===== config.mk =====
export PLATFORM = sky130hd
export DESIGN_NAME = operand_stream_loader
export DESIGN_NICKNAME = d
export VERILOG_FILES = /design/src/rtl/cmm_pkg.sv /design/src/rtl/byte_word_assembler.sv /design/src/rtl/operand_stream_loader.sv
export SDC_FILE = /design/constraint.sdc
export NUM_CORES = 1
export LEC_CHECK = 0
export ABC_AREA = 1
export CORE_ASPECT_RATIO = 0.9
export CORE_MARGIN = 2
export CORE_UTILIZATION = 55
export CTS_BUF_LIST = sky130_fd_sc_hd__clkbuf_8
export DETAILED_ROUTE_END_ITERATION = 8
export GPL_ROUTABILITY_DRIVEN = 0
export GPL_TIMING_DRIVEN = 1
export MAX_ROUTING_LAYER = met4
export PLACE_DENSITY = 0.87
export SLEW_MARGIN = 20
export SYNTH_ARGS = -nofsm -noshare
export SYNTH_HDL_FRONTEND = slang
export SYNTH_HIERARCHICAL = 1
export SYNTH_SLANG_ARGS = --single-unit

===== constraint.sdc =====
create_clock -name clk -period 2.01 [get_ports clk]
set_input_delay 0.402 -clock clk [delete_from_list [all_inputs] [get_ports clk]]
set_output_delay 0.402 -clock clk [all_outputs]
set_load 0.01 [all_outputs]

===== src/rtl/cmm_pkg.sv =====
// Shared types for the complex matrix multiplier and its operand loader.
// Latency: n/a (types and constants only).
// Backpressure: n/a.
package cmm_pkg;

  localparam int ELEM_WIDTH     = 19;
  localparam int N_ELEMS        = 16;
  localparam int BYTES_PER_ELEM = 3;
  localparam int ASM_BITS       = 8 * BYTES_PER_ELEM;

  typedef logic signed [ELEM_WIDTH-1:0] elem_t;

  typedef enum logic [2:0] {
    SYNC,
    COLLECT,
    EMIT,
    FINISH,
    WAIT_DONE
  } loader_state_e;

  // Element index order is {operand,row,col,imag}, imag toggling fastest:
  // A00r, A00i, A01r, A01i, A10r, ... B11i.
  typedef struct packed {
    logic operand;
    logic row;
    logic col;
    logic imag;
  } elem_tag_t;

  function automatic elem_tag_t idx_to_tag(input logic [3:0] idx);
    return elem_tag_t'(idx);
  endfunction

endpackage


===== src/rtl/byte_word_assembler.sv =====
// Packs little-endian bytes into a 24-bit word and range-checks it as a WIDTH-bit signed value.
// Latency: a byte appears in the word one cycle after byte_vld_i.
// Backpressure: none; every byte presented with byte_vld_i is taken.
module byte_word_assembler
  import cmm_pkg::*;
#(
  parameter int WIDTH = ELEM_WIDTH
) (
  input  logic             clk,
  input  logic             reset,
  input  logic             clear_i,
  input  logic             byte_vld_i,
  input  logic [7:0]       byte_dat_i,
  output logic [1:0]       count_o,
  output logic [WIDTH-1:0] elem_o,
  output logic             in_range_o
);

  logic [ASM_BITS-1:0] word_q, word_d;
  logic [1:0]          cnt_q, cnt_d;

  // Shift new bytes in from the top so the first byte ends up as the LSB;
  // a clear that coincides with a byte counts that byte as byte 0.
  always_comb begin
    word_d = word_q;
    cnt_d  = cnt_q;
    if (byte_vld_i) begin
      word_d = {byte_dat_i, word_q[ASM_BITS-1:8]};
    end
    if (clear_i) begin
      cnt_d = byte_vld_i ? 2'd1 : 2'd0;
    end else if (byte_vld_i) begin
      cnt_d = cnt_q + 2'd1;
    end
  end

  // Assembly and byte-count registers.
  always_ff @(posedge clk) begin
    if (reset) begin
      word_q <= '0;
      cnt_q  <= '0;
    end else begin
      word_q <= word_d;
      cnt_q  <= cnt_d;
    end
  end

  assign count_o    = cnt_q;
  assign elem_o     = word_q[WIDTH-1:0];
  // Sign extension is valid only if everything from the sign bit up agrees.
  assign in_range_o = (&word_q[ASM_BITS-1:WIDTH-1]) | ~(|word_q[ASM_BITS-1:WIDTH-1]);

endmodule


===== src/rtl/operand_stream_loader.sv =====
// Frames a UART byte stream into 16 tagged signed elements for the matrix multiplier.
// Latency: in_ready two cycles after an element's 3rd byte; in_finished one cycle after the 16th.
// Backpressure: none upstream; bytes arriving while waiting for mult_done are dropped and flagged.
module operand_stream_loader
  import cmm_pkg::*;
#(
  parameter int         WIDTH          = ELEM_WIDTH,
  parameter logic [7:0] SYNC_BYTE      = 8'hA5,
  parameter int         TIMEOUT_CYCLES = 100000
) (
  input  logic             clk,
  input  logic             reset,
  input  logic [7:0]       rx_data,
  input  logic             rx_valid,
  input  logic             mult_done,
  output logic [WIDTH-1:0] matrix_in,
  output logic             imag,
  output logic             row,
  output logic             col,
  output logic             operand,
  output logic             in_ready,
  output logic             in_finished,
  output logic             busy,
  output logic             frame_error,
  output logic             overrun
);

  localparam int             TMO_W    = $clog2(TIMEOUT_CYCLES);
  localparam logic [TMO_W-1:0] TMO_LAST = TMO_W'(TIMEOUT_CYCLES - 1);

  loader_state_e    state_q, state_d;
  logic [3:0]       idx_q, idx_d;
  logic [TMO_W-1:0] tmo_q, tmo_d;
  logic [WIDTH-1:0] matrix_q;
  elem_tag_t        tag_q;
  logic             in_ready_q, in_ready_d;
  logic             in_finished_q, in_finished_d;
  logic             frame_error_q, frame_error_d;
  logic             overrun_q, overrun_d;
  logic             load;

  logic             asm_clr, asm_vld, asm_in_range;
  logic [1:0]       asm_cnt;
  logic [WIDTH-1:0] asm_elem;

  byte_word_assembler #(
    .WIDTH(WIDTH)
  ) u_asm (
    .clk       (clk),
    .reset     (reset),
    .clear_i   (asm_clr),
    .byte_vld_i(asm_vld),
    .byte_dat_i(rx_data),
    .count_o   (asm_cnt),
    .elem_o    (asm_elem),
    .in_range_o(asm_in_range)
  );

  // Frame FSM: next state, byte routing, strobes and sticky flags.
  always_comb begin
    state_d       = state_q;
    idx_d         = idx_q;
    tmo_d         = '0;
    asm_clr       = 1'b0;
    asm_vld       = 1'b0;
    load          = 1'b0;
    in_ready_d    = 1'b0;
    in_finished_d = 1'b0;
    frame_error_d = frame_error_q;
    overrun_d     = overrun_q;
    case (state_q)
      SYNC: begin
        if (rx_valid && rx_data == SYNC_BYTE) begin
          frame_error_d = 1'b0;
          overrun_d     = 1'b0;
          idx_d         = '0;
          asm_clr       = 1'b1;
          state_d       = COLLECT;
        end
      end
      COLLECT: begin
        asm_vld = rx_valid;
        if (rx_valid) begin
          if (asm_cnt == 2'(BYTES_PER_ELEM - 1)) begin
            state_d = EMIT;
          end
        end else if (tmo_q == TMO_LAST) begin
          frame_error_d = 1'b1;
          state_d       = SYNC;
        end else begin
          tmo_d = tmo_q + TMO_W'(1);
        end
      end
      EMIT: begin
        if (!asm_in_range) begin
          frame_error_d = 1'b1;
          state_d       = SYNC;
        end else begin
          load       = 1'b1;
          in_ready_d = 1'b1;
          if (idx_q == 4'(N_ELEMS - 1)) begin
            state_d = FINISH;
          end else begin
            // The word is consumed this cycle, so a byte arriving now
            // safely becomes byte 0 of the next element.
            asm_clr = 1'b1;
            asm_vld = rx_valid;
            idx_d   = idx_q + 4'd1;
            state_d = COLLECT;
          end
        end
      end
      FINISH: begin
        in_finished_d = 1'b1;
        state_d       = WAIT_DONE;
      end
      WAIT_DONE: begin
        if (rx_valid) begin
          overrun_d = 1'b1;
        end
        if (mult_done) begin
          state_d = SYNC;
        end
      end
      default: state_d = SYNC;
    endcase
  end

  // State, counters, flags, and the element/tag output registers.
  always_ff @(posedge clk) begin
    if (reset) begin
      state_q       <= SYNC;
      idx_q         <= '0;
      tmo_q         <= '0;
      matrix_q      <= '0;
      tag_q         <= '0;
      in_ready_q    <= 1'b0;
      in_finished_q <= 1'b0;
      frame_error_q <= 1'b0;
      overrun_q     <= 1'b0;
    end else begin
      state_q       <= state_d;
      idx_q         <= idx_d;
      tmo_q         <= tmo_d;
      in_ready_q    <= in_ready_d;
      in_finished_q <= in_finished_d;
      frame_error_q <= frame_error_d;
      overrun_q     <= overrun_d;
      if (load) begin
        matrix_q <= asm_elem;
        tag_q    <= idx_to_tag(idx_q);
      end
    end
  end

  assign matrix_in   = matrix_q;
  assign operand     = tag_q.operand;
  assign row         = tag_q.row;
  assign col         = tag_q.col;
  assign imag        = tag_q.imag;
  assign in_ready    = in_ready_q;
  assign in_finished = in_finished_q;
  assign frame_error = frame_error_q;
  assign overrun     = overrun_q;
  assign busy        = (state_q != SYNC);

endmodule


* Word-level counts from Yosys, hierarchy flattened *
Index checks and enable logic that the tools add are counted.

word-level totals
  output and inout bits = 28
  logic and storage cells = 84
  bits of input ports = 12
  flip-flop bits (word level) = 77

operators by class
  eq/ne operators = 18
  mux-type cells = 32
  add/sub/neg operators = 3
  reduce and logical (&&, ||, !) cells = 14
  bitwise gates (word level) = 3

operator list
  operator               count
  $add 17x1->17 const B  1
  $eq 17x17->1 const B   1
  $ne 2x2->1 const B     8
  $mux 3                 5
  $pmux 3 s5             1
  $mux 1                 14
  $mux 4                 3
  $eq 8x8->1 const B     1
  $mux 2                 4
  $pmux 4 s2             1
  $reduce_and 4->1       2
  $eq 3x2->1 const B     2
  $ne 3x3->1 const B     2
  $pmux 1 s2             3
  $reduce_and 6->1       1
  $reduce_bool 2->1      3
  $reduce_bool 3->1      2
  $reduce_or 6->1        1
  $reduce_and 5->1       1
  $add 4x1->4 const B    1
  $eq 4x4->1 const B     1
  $reduce_or 4->1        1
  $eq 3x1->1 const B     1
  $eq 3x3->1 const B     1
  8 further kinds        9

* Logic depth before layout (Yosys ltp) *
  depth in word-level cells = 7
  mapped depth = 13
  mapped depth without buffers = 12

* By module *
Netlist, hierarchy kept.

by module, submodules not included
  module                 times used  cells each  area each (µm²)
  operand_stream_loader  1           302         2248.4
  byte_word_assembler    1           147         1187.4

* Worst setup path after synthesis *
OpenSTA, ideal clock, no wires.

  kind = register to register
  from = register u_asm.word_q[23]
  to = register u_asm.word_q[8]
  arrival = 1.612 ns
  required time = 1.894 ns
  setup slack = 0.282 ns
  path buffers = 2
  clock period less this slack = 1.728 ns
  stages on the path, launching flop included = 14
  setup time = 0.116 ns
  path through = dfxtp_1 > nand2_1 > nor2_1 > nand2_1 > nand2_1 > nand3_2 > inv_2 > nand2_4 > a21oi_1 > buf_6 > inv_8 > buf_12 > nor2_1 > nor2_1

between the ends
  longest elaborated chain between the ends = 5

RTL lines
  what                      RTL line                     text
  start: declaration        byte_word_assembler.sv:19    logic [ASM_BITS-1:0] word_q, word_d;
  start signal: assignment  byte_word_assembler.sv:43    word_q <= word_d;
  $reduce_or 6->1           byte_word_assembler.sv:51    assign in_range_o = (&word_q[ASM_BITS-1:WIDTH-1]) | ~(|word_q[ASM_BITS-1:WIDTH-1]);
  $not 1->1                 byte_word_assembler.sv:51
  $or 1x1->1 (*)            byte_word_assembler.sv:51
  named net asm_in_range    operand_stream_loader.sv:42  logic asm_clr, asm_vld, asm_in_range;
  $mux 1 (*)                operand_stream_loader.sv:95  if (!asm_in_range) begin
  $pmux 1 s2 (*)            operand_stream_loader.sv:71  case (state_q)
  named net asm_vld         operand_stream_loader.sv:42

The timed path passes the listed nets; every way through them passes the cells marked *.
A chain may end at the register's enable or synchronous reset.

* Worst setup path in the final report *
  from = register state_q[1]
  to = output busy

between the ends
  longest elaborated chain between the ends = 1

RTL lines
  what                      RTL line                      text
  start: declaration        operand_stream_loader.sv:31   loader_state_e state_q, state_d;
  start signal: assignment  operand_stream_loader.sv:142  state_q <= state_d;
  $reduce_bool 3->1         operand_stream_loader.sv:165  assign busy = (state_q != SYNC);
  end: declaration          operand_stream_loader.sv:23   output logic busy,

No other way between the ends.

==> impl_metrics.json <==
{
  "fill_cells": 487,
  "post-route-period-util": 0.942,
  "cts_made_buffers": 9,
  "cts-root-buf": "clkbuf_8",
  "synth_nets": 463,
  "rows": 27,
  "slew_headroom": 0.763,
  "yosysTopAreaCell": "dfxtp_1",
  "routed_wl_um": 7060,
  "track_usage": 0.227,
  "grt_max_degree": 30,
  "path_class": "flip-flop to primary output",
  "synth_top_area_share": 0.449,
  "syn_avg_cell_area_um2": 7.65,
  "grt_pass1_vias": 2743,
  "initial_utilization": 0.565,
  "overflow": 0,
  "fin_nets": 483,
  "setup_tns_ns": 0,
  "clock.fmax_ghz": 0.528,
  "irDropWorstVdd_mv": 0.411,
  "final_antenna_net_count": 0,
  "drtPass1Iterations": 4,
  "finalHoldViolations": 0,
  "hpwl_um": 5030,
  "die_h_um": 79.0,
  "drc": 0,
  "cts_tree": "built",
  "ctsLongestPathBuffers": 2,
  "synth_cells": 449,
  "viasPerCell": 5.32,
  "wire_per_inst_um": 12.9,
  "p_per_area_nw_per_um2": 747,
  "skew_ns": 0.0138,
  "diodes": 0,
  "slew_violations": 0,
  "drtIter0Drc": 236,
  "netlist_area_um2": 3440,
  "grt_pass1_wl_um": 12000,
  "fin_ws_ns": 0.116,
  "leakagePower_nw": 1.47,
  "hold_class": "flip-flop to flip-flop",
  "yosys_warnings": 6,
  "cp-start-kind": "flip-flop",
  "worst_pin_slew_ns": 0.354,
  "seq_area_um2": 1540,
  "antenna_found_initial": 0,
  "grt_setup_unrepaired": "false",
  "power.total_w": 0.00293,
  "port_buffers": 39,
  "yosysSeqAreaShare": 0.449,
  "required_ns": 1.61,
  "dieArea_um2": 6900,
  "status": "completed",
  "synth_area_leaders": "dfxtp_1 (45%), nand2_1 (9.9%), nor2_1 (7.8%)",
  "clock_latency_ns": 0.35,
  "crit_path_max_fanout": 7,
  "fin_crit_ns": 1.89,
  "cts-htree-levels": 3,
  "die_w_um": 87.3,
  "cap_violations": 0,
  "synth-seq-cells": 77,
  "dp_slack_ns": 0.0573,
  "core_um2": 6080,
  "vias": 2905,
  "syn2layout_area_growth_pct": 14.3,
  "setup_viol_count_final": 0,
  "cts.sink_count": 77,
  "arrival_ns": 1.49,
  "synth_cell_type_count": 32,
  "io_pins": 40,
  "multi_input_area_um2": 1500,
  "drive_above_1_share": 0.127,
  "end_kind": "primary output",
  "path_clk_slew_ns": 0.08
}
==> sequential cells by signal, summed over array words and instances (netlist names) <==
register	cells
idx_q	4
state_q	3
operand	1
col	1
row	1
tmo_q	17
u_asm/word_q	24
imag	1
u_asm/count_o	2
in_finished	1
overrun	1
matrix_in	19
frame_error	1
in_ready	1
==> where the power goes <==
group	leakage, nW	internal (W)	switching, W	total, W
sequential	0.621	0.00152	0.000000920	0.00153
clock	0.116	0.000769	0.000572	0.00134
combinational	0.734	0.0000278	0.0000372	0.0000650
total	1.47	0.00232	0.000610	0.00293
==> placed cells by master, fill, tap and decap left out, types with 8 or more instances in the layout <==
master and count:
nand2_1 91, dfxtp_1 75, nor2_1 71, a21oi_1 40
clkdlybuf4s50_1 39, inv_1 26, o21ai_0 25, nor2_2 23
nand3_1 20, clkbuf_8 11, xor2_1 8
==> metal layers <==
layer	share of wire	GRT usage	up-vias
li1	-	-	1448
met1	0.45	0.278	1349
met2	0.48	0.362	97
met3	0.060	0.0613	11
met4	0.013	0.0754	0
met5	0	-	-
==> cells by family after synthesis <==
| group | after synthesis | synth area share |
|---|---|---|
| buffers and inverters | 66 | 0.117 |
| xor gates and xnor gates | 10 | 0.0255 |
| adders and majority gates | 2 | 0.00728 |
| and+or+nand+nor | 223 | 0.297 |
| AOI/OAI and AO/OA | 71 | 0.104 |
| DFF | 77 | 0.449 |
==> synthesized netlist by cell type <==
master and instances:
nand2_1 91, dfxtp_1 77, nor2_1 71, a21oi_1 41, inv_1 26, o21ai_0 25
nor2_2 23, buf_4 22, nand3_1 20, xor2_1 8, clkbuf_1 5, inv_2 4
nand4_1 4, nor3_1 4, o21ai_1 4, buf_12 2, buf_2 2, buf_6 2
ha_1 2, nand2_4 2, nor2_4 2, xnor2_1 2, buf_8 1, clkbuf_4 1
inv_8 1, nand3_2 1, nand3_4 1, nand4_4 1, nor3_4 1, nor3b_1 1
o211ai_1 1, or2_0 1
==> final cells by class <==
| type | count | share of cell area |
|---|---|---|
| Timing Repair Buffer | 44 | 0.112 |
| Inverter | 31 | 0.0315 |
| Sequential cell | 77 | 0.393 |
| Multi-Input combinational cell | 306 | 0.381 |
| Tap cell | 72 | 0.0229 |
| Clock inverter | 5 | 0.0207 |
| Clock buffer | 11 | 0.0386 |
==> final timing paths <==
path | endpoint | cells after the start | start | slack, ns
worst max-delay path | busy | 3 | state_q[1] | 0.12
worst min-delay path | tmo_q[0] | 1 | tmo_q[0] | 0.46
worst max register to register | u_asm/word_q[1] | 12 | u_asm/word_q[20] | 0.25
worst min register to register | tmo_q[0] | 1 | tmo_q[0] | 0.46
==> worst max-delay path, stage by stage, from the launching register on <==
cell	delay, ns
dfxtp_2	0.40
inv_1	0.08
nand2_1	0.11
clkdlybuf4s50_1	0.56
==> per-stage QoR <==
step / instances / cell area, um^2 / util / hold slack (ns)
after global routing: 546 / 3930 / 0.646 / 0.478
final: 546 / 3930 / 0.646 / 0.462
after floorplan: 449 / 3440 / - / 0.417
after CTS: 546 / 3920 / 0.645 / 0.461
after detailed placement: 530 / 3690 / 0.607 / 0.450
after global placement: 530 / 3690 / 0.607 / 0.431
==> timing repair <==
item,in CTS,in global routing
hold buffers,0,0
buffers inserted,0,0
gates resized for setup,0,2
endpoints found under the setup margin,0,1
Power figures use the tool's default switching activity.
